## src/rtl/regfile_wb_arbiter.sv

```systemverilog
// Two-source writeback arbiter for the register file's single write port, with
// anti-starvation for the secondary port and a pending-result busy scoreboard.
//
// state   | meaning
// A_PRI   | port A wins conflicts; starve_cnt counts consecutive B losses
// B_FORCE | port B is guaranteed the grant for one cycle if it is still valid
module regfile_wb_arbiter #(
   parameter int DATA_W     = 32,
   parameter int ADDR_W     = 5,
   parameter int STARVE_MAX = 4
) (
   input  logic                   CLK,
   input  logic                   RESET,
   input  logic                   A_VALID,
   input  logic [ADDR_W-1:0]      A_ADDR,
   input  logic [DATA_W-1:0]      A_DATA,
   output logic                   A_READY,
   input  logic                   B_VALID,
   input  logic [ADDR_W-1:0]      B_ADDR,
   input  logic [DATA_W-1:0]      B_DATA,
   output logic                   B_READY,
   input  logic                   SB_SET,
   input  logic [ADDR_W-1:0]      SB_SET_ADDR,
   output logic [2**ADDR_W-1:0]   SB_BUSY,
   output logic                   RF_WRITE,
   output logic [ADDR_W-1:0]      RF_INADDRESS,
   output logic [DATA_W-1:0]      RF_IN
);

   localparam int NREG  = 2**ADDR_W;
   localparam int CNT_W = (STARVE_MAX < 2) ? 1 : $clog2(STARVE_MAX);
   localparam logic [CNT_W-1:0] CNT_LAST = CNT_W'(STARVE_MAX - 1);

   localparam logic [0:0] A_PRI   = 1'b0;
   localparam logic [0:0] B_FORCE = 1'b1;

   logic [0:0]        state_q, state_d;
   logic [CNT_W-1:0]  starve_cnt_q, starve_cnt_d;
   logic [NREG-1:0]   busy_q, busy_d;
   logic              rf_write_q, rf_write_d;
   logic [ADDR_W-1:0] rf_addr_q, rf_addr_d;
   logic [DATA_W-1:0] rf_data_q, rf_data_d;
   logic              a_xfer, b_xfer;

   // Readies never depend on the port's own VALID, so requesters see no comb loop.
   assign A_READY = RESET && !(state_q == B_FORCE && B_VALID);
   assign B_READY = RESET && (!A_VALID || state_q == B_FORCE);
   assign a_xfer  = A_VALID && A_READY;
   assign b_xfer  = B_VALID && B_READY;

   always_comb begin
      state_d      = A_PRI;
      starve_cnt_d = '0;
      if (state_q == A_PRI && a_xfer && B_VALID) begin
         if (starve_cnt_q == CNT_LAST)
            state_d = B_FORCE;
         else
            starve_cnt_d = starve_cnt_q + 1'b1;
      end
   end

   always_comb begin
      rf_write_d = 1'b0;
      rf_addr_d  = rf_addr_q;
      rf_data_d  = rf_data_q;
      if (a_xfer) begin
         rf_write_d = (A_ADDR != '0);
         rf_addr_d  = A_ADDR;
         rf_data_d  = A_DATA;
      end else if (b_xfer) begin
         rf_write_d = (B_ADDR != '0);
         rf_addr_d  = B_ADDR;
         rf_data_d  = B_DATA;
      end
   end

   // Clear before set so a same-edge set of the same register wins.
   always_comb begin
      busy_d = busy_q;
      if (b_xfer)
         busy_d[B_ADDR] = 1'b0;
      if (SB_SET && SB_SET_ADDR != '0)
         busy_d[SB_SET_ADDR] = 1'b1;
      busy_d[0] = 1'b0;
   end

   always_ff @(posedge CLK) begin
      if (!RESET) begin
         state_q      <= A_PRI;
         starve_cnt_q <= '0;
         busy_q       <= '0;
         rf_write_q   <= 1'b0;
         rf_addr_q    <= '0;
         rf_data_q    <= '0;
      end else begin
         state_q      <= state_d;
         starve_cnt_q <= starve_cnt_d;
         busy_q       <= busy_d;
         rf_write_q   <= rf_write_d;
         rf_addr_q    <= rf_addr_d;
         rf_data_q    <= rf_data_d;
      end
   end

   assign SB_BUSY      = busy_q;
   assign RF_WRITE     = rf_write_q;
   assign RF_INADDRESS = rf_addr_q;
   assign RF_IN        = rf_data_q;

endmodule

```

## config.mk

```make
export PLATFORM = sky130hd
export DESIGN_NAME = regfile_wb_arbiter
export DESIGN_NICKNAME = d
export VERILOG_FILES = /design/src/rtl/regfile_wb_arbiter.sv
export SDC_FILE = /design/constraint.sdc
export NUM_CORES = 1
export LEC_CHECK = 0
export CAP_MARGIN = 20
export CORE_MARGIN = 2
export CORE_UTILIZATION = 43
export DETAILED_ROUTE_END_ITERATION = 10
export PLACE_DENSITY = 0.86
export SKIP_LAST_GASP = 1
export SYNTH_ARGS = -nofsm -noshare
export SYNTH_HDL_FRONTEND = slang
export SYNTH_SLANG_ARGS = --single-unit
```

## constraint.sdc

```tcl
create_clock -name CLK -period 2.6 [get_ports CLK]
set_input_delay 0.39 -clock CLK [delete_from_list [all_inputs] [get_ports CLK]]
set_output_delay 0.39 -clock CLK [all_outputs]
set_load 0.05 [all_outputs]
```

==> results of run 1 <==
==> kinds of logic (layout without fill, tap and decap cells) <==
logic type	Yosys count	after routing
AO/OA/AOI/OAI	162	162
AND/OR/NAND/NOR	105	105
flip-flops	72	72
buffers and inverters	47	185
adder cells (fa/ha/maj)	1	1
other	1	1
==> critical path, delay by kind of cell <==
kind / cells / cell delay (ns)
buf+inv: 3 / 0.92
simple gates: 2 / 0.32
==> power breakdown <==
group          leakage (nW)  internal [mW]  switching [mW]  total, mW
Combinational          1.10          0.276           0.399      0.675
Sequential            0.589           1.15          0.0263       1.18
Clock                0.0952          0.442           0.445      0.887
==> cell type report <==
class	instances	area [µm²]
clock buffer	9	124
clock inverter	7	72.6
fill	620	2530
inverter	3	11.3
multi-input combinational	269	1760
sequential	72	1440
tap	102	128
timing repair buffer	166	1660
==> sequential cells by signal (all words and copies together) (netlist names) <==
register and count:
starve_cnt_q 2, state_q 1, RF_WRITE 1, RF_IN 32, SB_BUSY 31, RF_INADDRESS 5
==> layout by cell type (no fill, tap or decap), types with 3 or more instances in the layout <==
cell type,netlist,routed
clkdlybuf4s50_1,0,151
nand2_1,33,33
o21ai_0,20,20
and3_1,10,10
dfxtp_1,72,72
o21ai_1,11,11
a31oi_1,30,30
clkbuf_8,0,9
a21boi_1,31,31
inv_1,3,3
nor3b_1,4,4
and3b_1,5,5
o41ai_1,30,30
o31ai_1,30,30
or3b_1,3,3
nand2b_1,3,3
buf_4,3,11
nand3_1,31,31
a221o_1,7,7
buf_12,0,3
nand3b_1,3,3
==> stage by stage <==
step / area (µm²) / hold slack, ns
after CTS: 5190 / 0.461
after floorplan: 3430 / 0.408
after global placement: 5000 / 0.415
after detailed placement: 5000 / 0.440
after global routing: 5190 / 0.484
final: 5190 / 0.462
==> layer usage <==
layer | wire [µm] | vias up
met5 | 0 | -
met4 | 244 | 0
met3 | 1150 | 19
met2 | 5660 | 212
met1 | 4830 | 1781
li1 | - | 1769
==> how the worst max path moves through the flow <==
stage | start | endpoint | slack (ns)
CTS | A_VALID | B_READY | 0.59
finish | A_VALID | B_READY | 0.57
global placement | A_VALID | B_READY | 0.61
detailed placement | B_VALID | SB_BUSY[8] | 0.54
global route | A_VALID | B_READY | 0.50
floorplan | A_VALID | B_READY | 0.93
==> reports/qor.csv, run 1 <==
stage;metric;value;unit
run_status;outcome;finished, final reports clean;
power_and_ir_drop;peakVddDrop;0.000253;V
synth;synth_cells;388;
synth;yosysWarnings;0;
synth;synth_area_leaders;dfxtp_1 (42%), o41ai_1 (7.7%), a21boi_1 (6.8%);
floorplan;ios;156;
synth;ys_ff_latch;72;
sta;fin_crit_sh;0.779;
detailed_routing;drt-initial-drc-count;191;
final_layout;layoutNonFillerInstCount;628;
final_layout;drive_above_1_share;0.0684;
sta;fin_tns_setup;0;ns
synth;synth_flop_cell;dfxtp_1;
synth;synth-edff-count;0;
placement;dp_slack;0.545;ns
setup_path;crit_chain;clkdlybuf4s50_1, nand2b_1, buf_4, and2_1, buf_12;
clocking;clock_latency;0.36;ns
synth;yosysTopAreaCellShare;0.420;
detailed_routing;first_pass_iters;4;
sta;hold_violations;0;
synth;synth-xor-area-share;0;
grt;use_met1;0.343;
clocking;cts_tree;built;
setup_path;r2r_cells;5;
synth;synth_largest_area_cell;dfxtp_1;
setup_path;worstPathMaxFanout;11;
grt;track_usage;0.266;
grt;grt_pass1_wl;18.3;mm
synth;synth.most_common_cell;dfxtp_1;
detailed_routing;wl;11.9;mm
sta;worst_slack;0.573;ns
grt;grt_pass1_vias;3605;
sta;tightest_slew;0.649;ns
min_path;worstHoldPathCells;1;
sta;slew_headroom;0.567;
floorplan;initial_core_util;0.444;
clocking;root_buffer;clkbuf_8;
power_and_ir_drop;p_leak;1.78;nW
clocking;cts.sinks;72;
min_path;hold_path.class;reg -> reg;
setup_path;slowest_stage;clkdlybuf4s50_1;
floorplan;die-area;8700;µm²
grt;grt_max_degree;64;
clocking;hold_buffers;0;
floorplan;core.rowCount;32;
floorplan;die_h;93.3;µm
floorplan;fp.dieW;93.3;µm
final_layout;num-nets-final;606;
placement;dp_cells;612;
synth;synth_top_family_by_area;compound AO/OA/AOI/OAI gates;
power_and_ir_drop;power.density;528;nW/µm²
detailed_routing;vias_per_cell;6.02;
synth;syn_nets;473;
synth;ys_top_cells_by_count;dfxtp_1 (72), nand2_1 (33), a21boi_1 (31), nand3_1 (31);
floorplan;coreArea;7730;µm²
sta;min_period;2.03;ns
grt;top_usage_layer;met2;
run;maxCapViolations;0;
clocking;cts_buffers;9;
grt;grtUsageMet3;0.0774;
clocking;cts.path.max_buffers;2;
min_path;hold_end;starve_cnt_q[0];
setup_path;cp.required;2.21;ns
synth;synth-async-reset-ratio;0;
clocking;htreeDepth;3;
clocking;postCtsSetupBuffers;0;
placement;port_buffers;154;
sta;rsz0062_at_grt;false;
setup_path;arrival;1.64;ns
detailed_routing;via_count;3781;
grt;antenna_found_initial;0;
grt;met2_usage;0.430;
final_layout;diodes;0;
clocking;cts_resized;0;
sta;setup_viol_count_final;0;
setup_path;startpoint_type;input port;
clocking;clk_pin_slew_worst_paths;0.07;ns
setup_path;r2r_start;state_q;
sta;slew_viol_final;0;
sta;clock.fmax;493;MHz
synth;synth_area_per_cell;8.84;µm²
synth;synth_simple_gate_area_frac;0.165;
detailed_routing;drc;0;
setup_path;worst_setup_path_end_kind;primary output;
synth;synth_compound_area_frac;0.341;
placement;dpl.hpwl;8.03;mm
final_layout;syn_to_final_growth;51.5;%
synth;muxShareOfSynthArea;0;
setup_path;slowest_delay;0.58;ns
synth;ys_seq_area_frac;0.420;
synth;synth-adder-area-share;0.00365;
setup_path;rr_endpoint;RF_IN[4];
power_and_ir_drop;finalPower;2.74;mW
setup_path;critPathKind;in -> out;
min_path;min_from;starve_cnt_q[0];
synth;yosysUniqueCellTypes;37;
detailed_routing;wl_per_cell;18.9;µm
synth;syn_area;3430;µm²
grt;grt-ovfl-total;0;
detailed_routing;ant_nets;0;
setup_path;r2r_slack;1.26;ns
final_layout;fin_util;0.672;
sta;fin_worst_skew;0.0116;ns
placement;routabilityCongestion;0.862;
(Power assumes the default switching activity.)
==> inputs of run 2 (changes only) <==
--- a/config.mk
+++ b/config.mk
@@ -7,9 +7,9 @@
 export LEC_CHECK = 0
 export CAP_MARGIN = 20
 export CORE_MARGIN = 2
-export CORE_UTILIZATION = 43
+export CORE_UTILIZATION = 38
 export DETAILED_ROUTE_END_ITERATION = 10
-export PLACE_DENSITY = 0.86
+export PLACE_DENSITY = 0.8
 export SKIP_LAST_GASP = 1
 export SYNTH_ARGS = -nofsm -noshare
 export SYNTH_HDL_FRONTEND = slang
==> constraint.sdc (replaced) <==
create_clock -name CLK -period 1.8 [get_ports CLK]
set_input_delay 0.27 -clock CLK [delete_from_list [all_inputs] [get_ports CLK]]
set_output_delay 0.27 -clock CLK [all_outputs]
set_load 0.05 [all_outputs]
==> run 2 against run 1 <==
- worst setup slack lost 0.54 ns
- clock skew shrank 0.0023 ns
- hold slack lost 0.13 ns
- largest power group unchanged
- highest routed layer unchanged
==> reports/qor.csv, run 2 (synthesis gave the netlist of run 1 again) <==
stage;metric;value;unit;change
run_status;outcome;finished, final reports clean;;unchanged
min_path;hold_end;RF_INADDRESS[1];;was starve_cnt_q[0]
clocking;cts.sinks;72;;unchanged
power_and_ir_drop;power.density;767;nW/µm²;was 528 nW/µm²
placement;port_buffers;154;;unchanged
grt;antenna_found_initial;0;;unchanged
setup_path;startpoint_type;register;;was input port
grt;use_met1;0.304;;was 0.343
clocking;cts_tree;built;;unchanged
detailed_routing;first_pass_iters;5;;was 4
final_layout;drive_above_1_share;0.105;;was 0.0684
final_layout;layout_common_cells;clkdlybuf4s50_1 (98), dfxtp_1 (72), dlymetal6s2s_1 (35), nand2_1 (33);;was clkdlybuf4s50_1 (151), dfxtp_1 (72), nand2_1 (33), nand3_1 (31), a21boi_1 (31)
final_layout;fillerInstances;745;;was 620
clocking;htreeDepth;3;;unchanged
clocking;cts_buffers;9;;unchanged
grt;met2_usage;0.379;;was 0.430
setup_path;rr_endpoint;RF_IN[2];;was RF_IN[4]
run;maxCapViolations;0;;unchanged
clocking;cts.path.max_buffers;2;;unchanged
setup_path;worst_setup_path_end_kind;primary output;;unchanged
floorplan;fp.dieW;99.0;µm;was 93.3 µm
sta;hold_violations;0;;unchanged
floorplan;coreArea;8720;µm²;was 7730 µm²
setup_path;r2r_cells;3;;was 5
clocking;hold_buffers;0;;unchanged
power_and_ir_drop;p_leak;2.48;nW;was 1.78 nW
grt;track_usage;0.235;;was 0.266
final_layout;num-nets-final;615;;was 606
setup_path;crit_chain;clkdlybuf4s50_1;;was clkdlybuf4s50_1, nand2b_1, buf_4, and2_1, buf_12
sta;setup_viol_count_final;0;;unchanged
final_layout;multi_input_area;1760;µm²;unchanged
final_layout;syn_to_final_growth;56.9;%;was 51.5%
min_path;hold_path.class;in -> reg;;was reg -> reg
setup_path;r2r_slack;0.39;ns;was 1.26 ns
final_layout;diodes;0;;unchanged
setup_path;crit_family;buffers and inverters;;unchanged
grt;grt-ovfl-total;0;;unchanged
detailed_routing;ant_nets;0;;unchanged
grt;grtUsageMet3;0.0574;;was 0.0774
final_layout;mostFrequentLayoutCell;clkdlybuf4s50_1;;unchanged
setup_path;critPathBufInv;1;;was 3
setup_path;r2r_start;state_q;;unchanged
placement;dp_slack;-0.0325;ns;was 0.545 ns
sta;tightest_slew;0.626;ns;was 0.649 ns
setup_path;slowest_stage;clkdlybuf4s50_1;;unchanged
setup_path;cp.required;1.53;ns;was 2.21 ns
grt;grt_pass1_vias;3644;;was 3605
final_layout;largest_register_ffs;32;;unchanged
min_path;min_from;RESET;;was starve_cnt_q[0]
grt;top_usage_layer;met2;;unchanged
detailed_routing;via_count;3809;;was 3781
setup_path;slowest_delay;0.81;ns;was 0.58 ns
sta;worst_slack;0.0355;ns;was 0.573 ns
power_and_ir_drop;peakVddDrop;0.000466;V;was 0.000253 V
floorplan;ios;156;;unchanged
placement;dpl.hpwl;8.31;mm;was 8.03 mm
clocking;root_buffer;clkbuf_8;;unchanged
floorplan;core.rowCount;34;;was 32
setup_path;critPathKind;reg -> out;;was in -> out
grt;grt_max_degree;44;;was 64
setup_path;arrival;1.49;ns;was 1.64 ns
sta;clock.fmax;567;MHz;
final_layout;seq_area;1440;µm²;unchanged
final_layout;fin_util;0.617;;was 0.672
floorplan;initial_core_util;0.393;;was 0.444
detailed_routing;drt-initial-drc-count;157;;was 191
sta;slew_headroom;0.581;;was 0.567
sta;fin_crit_sh;0.980;;
clocking;clock_latency;0.35;ns;was 0.36 ns
placement;routabilityCongestion;0.869;;was 0.862
detailed_routing;drc;0;;unchanged
clocking;postCtsSetupBuffers;0;;unchanged
detailed_routing;vias_per_cell;5.92;;was 6.02
detailed_routing;wl_per_cell;19.1;µm;was 18.9 µm
sta;slew_viol_final;0;;unchanged
detailed_routing;wl;12.3;mm;was 11.9 mm
sta;min_period;1.76;ns;
min_path;worstHoldPathCells;3;;was 1
floorplan;die-area;9800;µm²;was 8700 µm²
floorplan;die_h;99.0;µm;was 93.3 µm
sta;fin_worst_skew;0.00936;ns;was 0.0116 ns
clocking;clk_pin_slew_worst_paths;0.08;ns;was 0.07 ns
grt;grt_pass1_wl;18.5;mm;was 18.3 mm
setup_path;worstPathMaxFanout;2;;was 11
## run 2: changes by cell type in the layout (fill, tap and decap cells not counted), sizes merged
cell           previous run  this run
clkdlybuf4s50           151        98
dlymetal6s2s              0        35
buf                      15        35
dlygate4sd2               0         7
clkinv                    4         2
bufinv                    1         2
clkinvlp                  2         3
## run 2: area by class of cell
class                   count  share of cell area
repair buffers            175               0.337
flip-flops and latches     72               0.268
multi-input cells         269               0.327
well taps                 108              0.0251
clock buffers               9              0.0230
inverters                   3             0.00209
clock inverters             7              0.0179
## run 2: tightest hold or removal path, cell delays in order
cell,delay [ns]
buf_2,0.21
o31ai_1,0.11
a31oi_1,0.04
## run 2: through the flow
stage	hold slack (ns)	area, µm²	std cells	power, mW	setup TNS [ns]
final	0.335	5380	643	4.13	0
after global routing	0.327	5380	643	4.27	-0.00439
after CTS	0.315	5290	643	4.15	0
after detailed placement	0.439	5080	627	2.74	-0.0374
after global placement	0.416	5080	627	2.72	0
after floorplan	0.408	3430	388	2.28	0
## run 2: report_power, final
part	leakage, nW	switching (mW)	internal (mW)
Clock	0.101	0.644	0.780
Combinational	1.79	0.588	0.412
Sequential	0.589	0.0379	1.67
## run 2: worst max path at each step
stage,endpoint,slack (ns),cells past startpoint,from
detailed placement,SB_BUSY[17],-0.03,4,B_ADDR[4]
global route,RF_IN[3],-0.004,1,RF_IN[3]
CTS,SB_BUSY[4],0.004,1,SB_BUSY[4]
global placement,SB_BUSY[4],0.04,4,B_ADDR[2]
finish,SB_BUSY[10],0.04,1,SB_BUSY[10]
floorplan,B_READY,0.28,4,state_q
## run 2: routing by layer
metal | share of wire | wire length [µm]
met1 | 0.41 | 5020
met2 | 0.47 | 5790
met3 | 0.098 | 1210
met4 | 0.021 | 264
met5 | 0 | 0
## run 2: what timing repair did
action,CTS,global route
gates resized for setup,7,35
gates cloned,0,0
setup endpoints to repair,7,35
==> inputs of run 3 (changes only) <==
--- a/config.mk
+++ b/config.mk
@@ -10,6 +10,7 @@
 export CORE_UTILIZATION = 38
 export DETAILED_ROUTE_END_ITERATION = 10
 export PLACE_DENSITY = 0.8
+export REMOVE_ABC_BUFFERS = 1
 export SKIP_LAST_GASP = 1
 export SYNTH_ARGS = -nofsm -noshare
 export SYNTH_HDL_FRONTEND = slang
==> run 3 against run 2 <==
- core utilization is 0.11 points higher
- cell count rose by 0.47%
- combinational power hardly changed
- cell area rose by 0.19%
- sequential cell count unchanged
- die area is the same
- worst setup slack got worse by 0.022 ns
- sequential power hardly changed
- clock skew barely moved
- clock power grew 4%
- clock-buffer cell count grew 2
- total power rose by 1.0%
==> reports/qor.csv, run 3 (synthesis gave the netlist of run 1 again) <==
stage;metric;value;unit;change
run_status;outcome;finished, final reports clean;;unchanged
sta;setup_viol_count_final;0;;unchanged
power_and_ir_drop;p_leak;2.41;nW;was 2.48 nW
final_layout;seq_area;1440;µm²;unchanged
final_layout;syn_to_final_growth;57.2;%;was 56.9%
setup_path;cp.required;1.53;ns;about the same
clocking;clock_latency;0.34;ns;was 0.35 ns
sta;slew_headroom;0.599;;was 0.581
power_and_ir_drop;power.density;773;nW/µm²;was 767 nW/µm²
final_layout;num-nets-final;618;;was 615
floorplan;fp.dieW;99.0;µm;unchanged
setup_path;critPathKind;reg -> out;;unchanged
final_layout;multi_input_area;1760;µm²;unchanged
grt;grt_pass1_vias;3722;;was 3644
floorplan;die_h;99.0;µm;unchanged
final_layout;fillerInstances;738;;was 745
clocking;root_buffer;clkbuf_8;;unchanged
floorplan;initial_core_util;0.393;;unchanged
clocking;cts.sinks;72;;unchanged
sta;clock.fmax;560;MHz;was 567 MHz
floorplan;ios;156;;unchanged
detailed_routing;first_pass_iters;4;;was 5
sta;min_period;1.79;ns;was 1.76 ns
detailed_routing;drt-initial-drc-count;257;;was 157
power_and_ir_drop;finalPower;4.17;mW;was 4.13 mW
sta;fin_crit_sh;0.993;;was 0.980
setup_path;crit_family;buffers and inverters;;unchanged
sta;slew_viol_final;0;;unchanged
placement;dpl_cell_area;5100;µm²;was 5080 µm²
run;maxCapViolations;0;;unchanged
placement;dpl.hpwl;8.34;mm;was 8.31 mm
power_and_ir_drop;peakVddDrop;0.000378;V;was 0.000466 V
final_layout;finalInstanceArea;5390;µm²;was 5380 µm²
clocking;cts_tree;built;;unchanged
detailed_routing;wl;11.8;mm;was 12.3 mm
setup_path;crit_chain;clkdlybuf4s50_1;;unchanged
clocking;clk_pin_slew_worst_paths;0.08;ns;about the same
detailed_routing;drc;0;;unchanged
grt;track_usage;0.235;;about the same
setup_path;startpoint_type;register;;unchanged
min_path;hold_path.class;reg -> reg;;was in -> reg
floorplan;core.rowCount;34;;unchanged
final_layout;mostFrequentLayoutCell;clkdlybuf4s50_1;;unchanged
final_layout;drive_above_1_share;0.113;;was 0.105
setup_path;critPathBufInv;1;;unchanged
setup_path;slowest_stage;clkdlybuf4s50_1;;unchanged
sta;holdWs;0.431;ns;was 0.335 ns
placement;routabilityCongestion;0.867;;was 0.869
clocking;cts.path.max_buffers;2;;unchanged
sta;rsz0062_at_grt;false;;
placement;port_buffers;154;;unchanged
sta;fin_worst_skew;0.00960;ns;was 0.00936 ns
sta;hold_violations;0;;unchanged
setup_path;arrival;1.52;ns;was 1.49 ns
final_layout;diodes;0;;unchanged
setup_path;worst_setup_path_end_kind;primary output;;unchanged
floorplan;coreArea;8720;µm²;unchanged
final_layout;largest_register_ffs;32;;unchanged
grt;grt-ovfl-total;0;;unchanged
detailed_routing;wl_per_cell;18.3;µm;was 19.1 µm
grt;grt_pass1_wl;18.8;mm;was 18.5 mm
final_layout;layout_common_cells;clkdlybuf4s50_1 (103), dfxtp_1 (72), nand2_1 (33), buf_4 (33);;was clkdlybuf4s50_1 (98), dfxtp_1 (72), dlymetal6s2s_1 (35), nand2_1 (33)
floorplan;die-area;9800;µm²;unchanged
detailed_routing;via_count;3832;;was 3809
clocking;htreeDepth;3;;unchanged
grt;grt_max_degree;42;;was 44
sta;fin_tns_setup;0;ns;unchanged
detailed_routing;ant_nets;0;;unchanged
setup_path;worstPathMaxFanout;2;;unchanged
setup_path;slowest_delay;0.81;ns;about the same
final_layout;fin_util;0.618;;was 0.617
grt;antenna_found_initial;0;;unchanged
detailed_routing;vias_per_cell;5.93;;was 5.92
clocking;cts_buffers;9;;unchanged
sta;tightest_slew;0.601;ns;was 0.626 ns
-- run 3: power by group --
part	internal, mW	total [mW]	switching [mW]
Combinational	0.415	1.00	0.585
Sequential	1.67	1.70	0.0378
Clock	0.854	1.47	0.611
Total	2.94	4.17	1.23
-- run 3: metal layers --
layer  GRT usage  routed length [µm]
met3      0.0475                1180
met5           0                   0
met4      0.0674                 189
met2       0.389                5570
met1       0.309                4880
-- run 3: final timing paths --
path	start	end	slack, ns	depth (start not counted)
worst min-delay path	starve_cnt_q[0]	starve_cnt_q[0]	0.43	1
worst max register to register	state_q	RF_IN[2]	0.41	3
worst max-delay path	SB_BUSY[12]	SB_BUSY[12]	0.01	1
worst min register to register	starve_cnt_q[0]	starve_cnt_q[0]	0.43	1
-- run 3: layout make-up --
type	instances	area share
multi-input combinational	269	0.326
tap	108	0.0251
clock buffer	11	0.0281
inverter	3	0.00209
clock inverter	5	0.0146
timing repair buffer	178	0.337
sequential	72	0.267
-- run 3: what timing repair did --
item | 4_1_cts | 5_1_grt
endpoints found under the setup margin | 7 | 28
hold buffers | 0 | 0
setup buffers | 0 | 0
resized for setup | 7 | 28
-- run 3: metrics by stage --
step / std cells / setup slack (ns)
floorplan: 344 / -0.938
global placement: 630 / 0.0120
detailed placement: 630 / -0.0629
CTS: 646 / 0.00304
global route: 646 / 0.000373
finish: 646 / 0.0131
